`config.mk`:
```
export PLATFORM = sky130hd
export DESIGN_NAME = hs_ram_arbiter
export DESIGN_NICKNAME = d
export VERILOG_FILES = /design/src/rtl/hs_ram_arbiter.sv
export SDC_FILE = /design/constraint.sdc
export NUM_CORES = 1
export LEC_CHECK = 0
export CAP_MARGIN = 40
export CORE_ASPECT_RATIO = 1.4
export CORE_MARGIN = 2
export CORE_UTILIZATION = 55
export CTS_CLUSTER_SIZE = 10
export DETAILED_ROUTE_END_ITERATION = 12
export DONT_BUFFER_PORTS = 1
export HOLD_SLACK_MARGIN = 0.05
export MAX_ROUTING_LAYER = met4
export PLACE_DENSITY = 0.7
export SETUP_SLACK_MARGIN = 0.05
export SKIP_LAST_GASP = 1
export SLEW_MARGIN = 5
export SYNTH_ARGS = -nofsm -noshare
export SYNTH_HDL_FRONTEND = slang
export SYNTH_SLANG_ARGS = --single-unit
```
`constraint.sdc`:
```
create_clock -name clk_sys -period 2.3 [get_ports clk_sys]
set_input_delay 0.345 -clock clk_sys [delete_from_list [all_inputs] [get_ports clk_sys]]
set_output_delay 0.345 -clock clk_sys [all_outputs]
set_load 0.05 [all_outputs]
```
`src/rtl/hs_ram_arbiter.sv`:
```
// hs_ram_arbiter: shares the single-port work/video RAM between the CPU and the
// hiscore save/restore engine. The CPU is paused and must report a halt before
// the port is handed to the hiscore side, and it gets the port back after a
// short settle period.
// Optional feature: define HS_ARB_TIMEOUT_EN to bound the halt wait by TIMEOUT
// cycles and flag a sticky hs_err when the CPU never halts.
module hs_ram_arbiter #(
   parameter int unsigned AW      = 14,
   parameter int unsigned DW      = 8,
   parameter int unsigned SETTLE  = 2,
   parameter int unsigned TIMEOUT = 1024
) (
   input  logic          clk_sys,
   input  logic          reset_n,
   input  logic          ce_5M,
   input  logic [AW-1:0] cpu_addr,
   input  logic [DW-1:0] cpu_din,
   input  logic          cpu_we,
   input  logic          cpu_halted,
   output logic          cpu_pause,
   input  logic          hs_req,
   input  logic          hs_stb,
   input  logic          hs_we,
   input  logic [AW-1:0] hs_addr,
   input  logic [DW-1:0] hs_din,
   output logic          hs_ack,
   output logic [DW-1:0] hs_dout,
   output logic          hs_grant,
   output logic          hs_err,
   output logic [AW-1:0] ram_addr,
   output logic [DW-1:0] ram_din,
   output logic          ram_we,
   input  logic [DW-1:0] ram_dout
);

   localparam int unsigned SW = 4;

   // Catch out-of-range configuration at elaboration time
   if (SETTLE < 1 || SETTLE > 15 || TIMEOUT < 1) begin : g_param_check
      $error("hs_ram_arbiter: SETTLE must be 1..15 and TIMEOUT at least 1");
   end

   typedef enum logic [2:0] {
      ST_IDLE,
      ST_PAUSING,
      ST_GRANTED,
      ST_READ_WAIT,
      ST_RELEASE
   } state_e;

   state_e          state_q, state_d;
   logic            pause_q, pause_d;
   logic            grant_q, grant_d;
   logic            ack_q, ack_d;
   logic            busy_q, busy_d;
   logic            we_q, we_d;
   logic [AW-1:0]   addr_q, addr_d;
   logic [DW-1:0]   din_q, din_d;
   logic [DW-1:0]   dout_q, dout_d;
   logic [SW-1:0]   settle_q, settle_d;
   logic            accept_c;
   logic            hs_side_c;

`ifdef HS_ARB_TIMEOUT_EN
   localparam int unsigned TW = (TIMEOUT > 1) ? $clog2(TIMEOUT) : 1;
   logic [TW-1:0]   to_q, to_d;
   logic            err_q, err_d;
`endif

   // A strobe is taken only while granted, idle and the session is still open
   assign accept_c = (state_q == ST_GRANTED) && !busy_q && hs_req && hs_stb;

   // Next-state and register update logic
   always_comb begin
      state_d  = state_q;
      pause_d  = pause_q;
      grant_d  = grant_q;
      ack_d    = 1'b0;
      busy_d   = accept_c;
      we_d     = we_q;
      addr_d   = addr_q;
      din_d    = din_q;
      dout_d   = dout_q;
      settle_d = settle_q;
`ifdef HS_ARB_TIMEOUT_EN
      to_d     = to_q;
      err_d    = err_q;
`endif

      if (accept_c) begin
         we_d   = hs_we;
         addr_d = hs_addr;
         din_d  = hs_din;
      end

      case (state_q)
         ST_IDLE: begin
            pause_d = 1'b0;
            grant_d = 1'b0;
            if (hs_req) begin
               state_d = ST_PAUSING;
               pause_d = 1'b1;
`ifdef HS_ARB_TIMEOUT_EN
               to_d    = '0;
`endif
            end
         end

         ST_PAUSING: begin
            if (!hs_req) begin
               state_d  = ST_RELEASE;
               grant_d  = 1'b0;
               settle_d = '0;
            end else if (ce_5M && cpu_halted) begin
               state_d = ST_GRANTED;
               grant_d = 1'b1;
            end
`ifdef HS_ARB_TIMEOUT_EN
            else if (to_q == TW'(TIMEOUT - 1)) begin
               err_d    = 1'b1;
               state_d  = ST_RELEASE;
               grant_d  = 1'b0;
               settle_d = '0;
            end else begin
               to_d = to_q + TW'(1);
            end
`endif
         end

         ST_GRANTED: begin
            if (busy_q) begin
               // RAM cycle happens this cycle; reads wait one more for the data
               ack_d = 1'b1;
               if (!we_q) begin
                  state_d = ST_READ_WAIT;
               end
            end else if (!hs_req) begin
               state_d  = ST_RELEASE;
               grant_d  = 1'b0;
               settle_d = '0;
            end
         end

         ST_READ_WAIT: begin
            dout_d = ram_dout;
            if (hs_req) begin
               state_d = ST_GRANTED;
            end else begin
               state_d  = ST_RELEASE;
               grant_d  = 1'b0;
               settle_d = '0;
            end
         end

         ST_RELEASE: begin
            // Keep the CPU paused for SETTLE cycles after the port returns
            if (settle_q == SW'(SETTLE - 1)) begin
               state_d = ST_IDLE;
               pause_d = 1'b0;
            end else if (settle_q != {SW{1'b1}}) begin
               settle_d = settle_q + SW'(1);
            end
         end

         default: begin
            state_d = ST_IDLE;
            pause_d = 1'b0;
            grant_d = 1'b0;
         end
      endcase
   end

   // State and datapath registers
   always_ff @(posedge clk_sys or negedge reset_n) begin
      if (!reset_n) begin
         state_q  <= ST_IDLE;
         pause_q  <= 1'b0;
         grant_q  <= 1'b0;
         ack_q    <= 1'b0;
         busy_q   <= 1'b0;
         we_q     <= 1'b0;
         addr_q   <= '0;
         din_q    <= '0;
         dout_q   <= '0;
         settle_q <= '0;
`ifdef HS_ARB_TIMEOUT_EN
         to_q     <= '0;
         err_q    <= 1'b0;
`endif
      end else begin
         state_q  <= state_d;
         pause_q  <= pause_d;
         grant_q  <= grant_d;
         ack_q    <= ack_d;
         busy_q   <= busy_d;
         we_q     <= we_d;
         addr_q   <= addr_d;
         din_q    <= din_d;
         dout_q   <= dout_d;
         settle_q <= settle_d;
`ifdef HS_ARB_TIMEOUT_EN
         to_q     <= to_d;
         err_q    <= err_d;
`endif
      end
   end

   // RAM port mux, steered purely by the current state
   assign hs_side_c = (state_q == ST_GRANTED) || (state_q == ST_READ_WAIT);
   assign ram_addr  = hs_side_c ? addr_q : cpu_addr;
   assign ram_din   = hs_side_c ? din_q  : cpu_din;
   assign ram_we    = hs_side_c ? (busy_q & we_q) : (cpu_we & ce_5M);

   // Read data shows the RAM output in the ack cycle, then holds the captured byte
   assign hs_dout   = (state_q == ST_READ_WAIT) ? ram_dout : dout_q;
   assign cpu_pause = pause_q;
   assign hs_grant  = grant_q;
   assign hs_ack    = ack_q;
`ifdef HS_ARB_TIMEOUT_EN
   assign hs_err    = err_q;
`else
   assign hs_err    = 1'b0;
`endif

endmodule

```
==> summary.txt <==
Pwr
  – Gate power share: 37.1%
  – Internal power: between 1500 and 2000 uW
  – Leak Pwr: 0.00134 uW
  – Total power: 3090 uW
  – Sw Share: between 30% and 40%
  – Power density cells: 1230 nW/um^2
  – VDD IR max: 0.879 mV
  – Switching Power: between 1000 and 1500 uW
  – Clk network pwr share: 22.8%
  – Sequential fraction of design power: approximately two fifths

Route
  – DRC Markers: 0
  – DRT iter0 DRCs: 78
  – Via Count: 1544
  – Wire per inst: between 15 and 20 um
  – Routed Antenna Nets: 0
  – Drt total wl: roughly 4.6 mm
  – Vias/cell: 5.57
  – Number of detailed-route iterations in the first pass: 4

Worst setup path
  – Worst path arrival time: 1.82 ns
  – RR Startpoint: state_q[2]$_DFFE_PN0P_
  – CP startpoint kind: flip-flop
  – Worst R2R End: addr_q[10]$_DFFE_PN0P_
  – CP peak stage delay: 0.53 ns
  – Crit Path Max Fanout: 11
  – Slowest stage cell, crit path: dfrtp_1
  – CP Capture Type: output pin
  – Setup CP Type: flip-flop to output pin
  – Worst R2R Setup Slack: 0.35 ns
  – Depth of the worst register-to-register path: 3
  – Critical Path, Cell by Cell: and2b_1, nand2_2, mux2_2
  – Data required, critical path: 1.96 ns

CTS
  – TritonCTS clock tree: done
  – Clock-pin transition on the worst setup and hold timing paths: 0.09 ns
  – Clock tree sinks: 42
  – Max clock buf depth: 2
  – Clock Latency Late Sink: 0.30 ns
  – Cts bufs inserted: 5
  – H-Tree Depth: 2
  – Number of setup buffers added after CTS: 0
  – Root Buffer: clkbuf_8

STA
  – Slew headroom: 61.5%
  – RSZ-0062 raised after global routing: no
  – Hold_ws: 0.191 ns
  – Max frequency: 463 MHz
  – Fin Setup TNS: 0 ns
  – Worst-margin pin slew: 0.576 ns
  – Clk_skew: 0.00571 ns
  – Min Clock Period, post-route: 2.16 ns
  – Setup violators final: 0
  – Final-report max-slew violation count: 0
  – Final worst slack: 0.139 ns
  – Post-route clock period utilization: 94.0%
  – Final Hold Viols: 0

Placement
  – Port Buffers: 0
  – DP HPWL: 3.37 mm
  – Global placement routability congestion: 0.717
  – Placed Instance Area: 2340 sq um
  – DP Worst Slack: 0.352 ns

Run
  – Max_cap viols: 0

Logic synthesis
  – Synth Flop Type: dfrtp_1
  – Sequential share of the synthesized area: 48.6%
  – Syn avg cell area: 10.4 sq um
  – Synth Instances: 209
  – Flops & latches, synth: 42
  – Synth warnings: 0
  – Syn Nets: 271
  – Synth async-reset ratio: 100%
  – Distinct cells, synth: 34
  – Syn Std Cell Area: around 2200 sq um
  – Post-synth EDFFs: 0

Cells and area
  – Commonest non-fill, non-tap cell in the layout: nand2_1
  – Antenna cells: 0
  – Layout cell share with drive strength beyond 1: about 30%
  – Synthesis-to-layout area growth: 16.1%
  – Final Cell Area: between 2000 and 3000 sq um
  – Commonest cells after routing, fill and taps aside: 70 x nand2_1, 41 x dfrtp_1, 26 x buf_4
  – Nets@finish: 295

Die
  – Cell Rows: 27
  – Initial Util: 56.2%
  – Die W: 57.0 um
  – IO Pins: 95
  – Die area: about 4500 sq um
  – DIE HEIGHT: 78.2 um
  – Core Footprint: 3850 sq um

Min path
  – Worst Hold Path EP: addr_q[1]$_DFFE_PN0P_
  – HP Start: hs_addr[1]
  – Worst hold path type: input pin to flip-flop
  – Hold Path Stages: 1

Global route
  – First-pass GRT wire length: 7.32 mm
  – Largest net degree at the start of global routing: 43
  – Antenna violations before repair: 0
  – Total Routing Usage GR: between 20 and 25%
  – Gr ovfl total: 0
  – Vias in the first global route: 1615

Run status
  – Status: finished, final reports clean
==> routing by layer <==
layer / part of all wire [%] / routed length (um) / track usage, %
met1: 38 / 1750 / 22.6
met2: 55 / 2540 / 38.9
met3: 5.9 / 273 / 5.93
met4: 1.7 / 80 / 9.53
met5: 0 / 0 / -
==> through the flow <==
stage | util [%] | instances
2_1_floorplan | - | 209
3_3_place_gp | 60.8 | 267
3_5_place_dp | 60.8 | 267
4_1_cts | 65.2 | 277
5_1_grt | 65.2 | 277
6_report | 65.2 | 277
==> worst max-delay path: cells and delay by family (launching register included) <==
family | cells | cell delay, ns
DFF | 1 | 0.53
and+or+nand+nor | 2 | 0.50
muxes | 1 | 0.50
==> power groups by stage <==
stage          Sequential [uW]  Combinational, uW  Clock, uW
6_report                  1240               1150        705
2_1_floorplan             1160               1040          0
3_3_place_gp              1230               1090          0
3_5_place_dp              1240               1130          0
4_1_cts                   1240               1150        717
5_1_grt                   1280               1210        743
==> repair_timing <==
item	CTS	global route
hold endpoints to repair	42	0
endpoints found under the setup margin	8	2
cloned	0	0
hold buffers	2	0
resized for setup	1	1
==> sequential cells by signal, summed over array words and instances, names as in the netlist <==
register   count
cpu_pause      1
settle_q       4
state_q        3
busy_q         1
hs_grant       1
we_q           1
hs_ack         1
din_q          8
dout_q         8
addr_q        14
==> kinds of logic after synthesis <==
logic type | count (synthesis) | synth area share, %
and+or+nand+nor | 97 | 20.3
muxes | 34 | 20.9
AOI/OAI and AO/OA | 17 | 4.68
buffers and inverters | 16 | 4.16
other | 1 | 0.173
DFF | 42 | 48.6
adders and majority gates | 2 | 1.16
==> cell type report <==
cell class                 instances  area (sq um)
tap                               43          53.8
multi-input combinational        151          1020
inverter                           5          18.8
sequential                        42          1050
fill                             332          1340
clock buffer                       5          68.8
timing repair buffer              28           225
clock inverter                     3          68.8
==> cell usage after synthesis (all sizes together) (3+ instances only) <==
| cell type | instances | share of area, % |
|---|---|---|
| inv | 5 | 0.87 |
| mux2 | 33 | 20 |
| nand2 | 71 | 12 |
| nand4 | 3 | 1.6 |
| dfrtp | 42 | 49 |
| nor2b | 3 | 0.87 |
| buf | 6 | 2.4 |
| clkbuf | 5 | 0.87 |
| a21oi | 7 | 1.6 |
| nand2b | 3 | 0.87 |
| o21ai | 4 | 0.92 |
| nor2 | 9 | 1.6 |
==> worst max path at each step <==
stage                           startpoint         end  slack (ns)  cells past startpoint
finish              state_q[2]$_DFFE_PN0P_  hs_dout[6]        0.14                      3
global route        state_q[2]$_DFFE_PN0P_  hs_dout[6]        0.05                      3
CTS                 state_q[2]$_DFFE_PN0P_  hs_dout[6]        0.13                      3
detailed placement  state_q[2]$_DFFE_PN0P_  hs_dout[6]        0.35                      3
global placement    state_q[2]$_DFFE_PN0P_  hs_dout[5]        0.43                      3
floorplan           state_q[2]$_DFFE_PN0P_      ram_we        0.13                      3
Note: power is estimated with default switching activity, not from simulation.
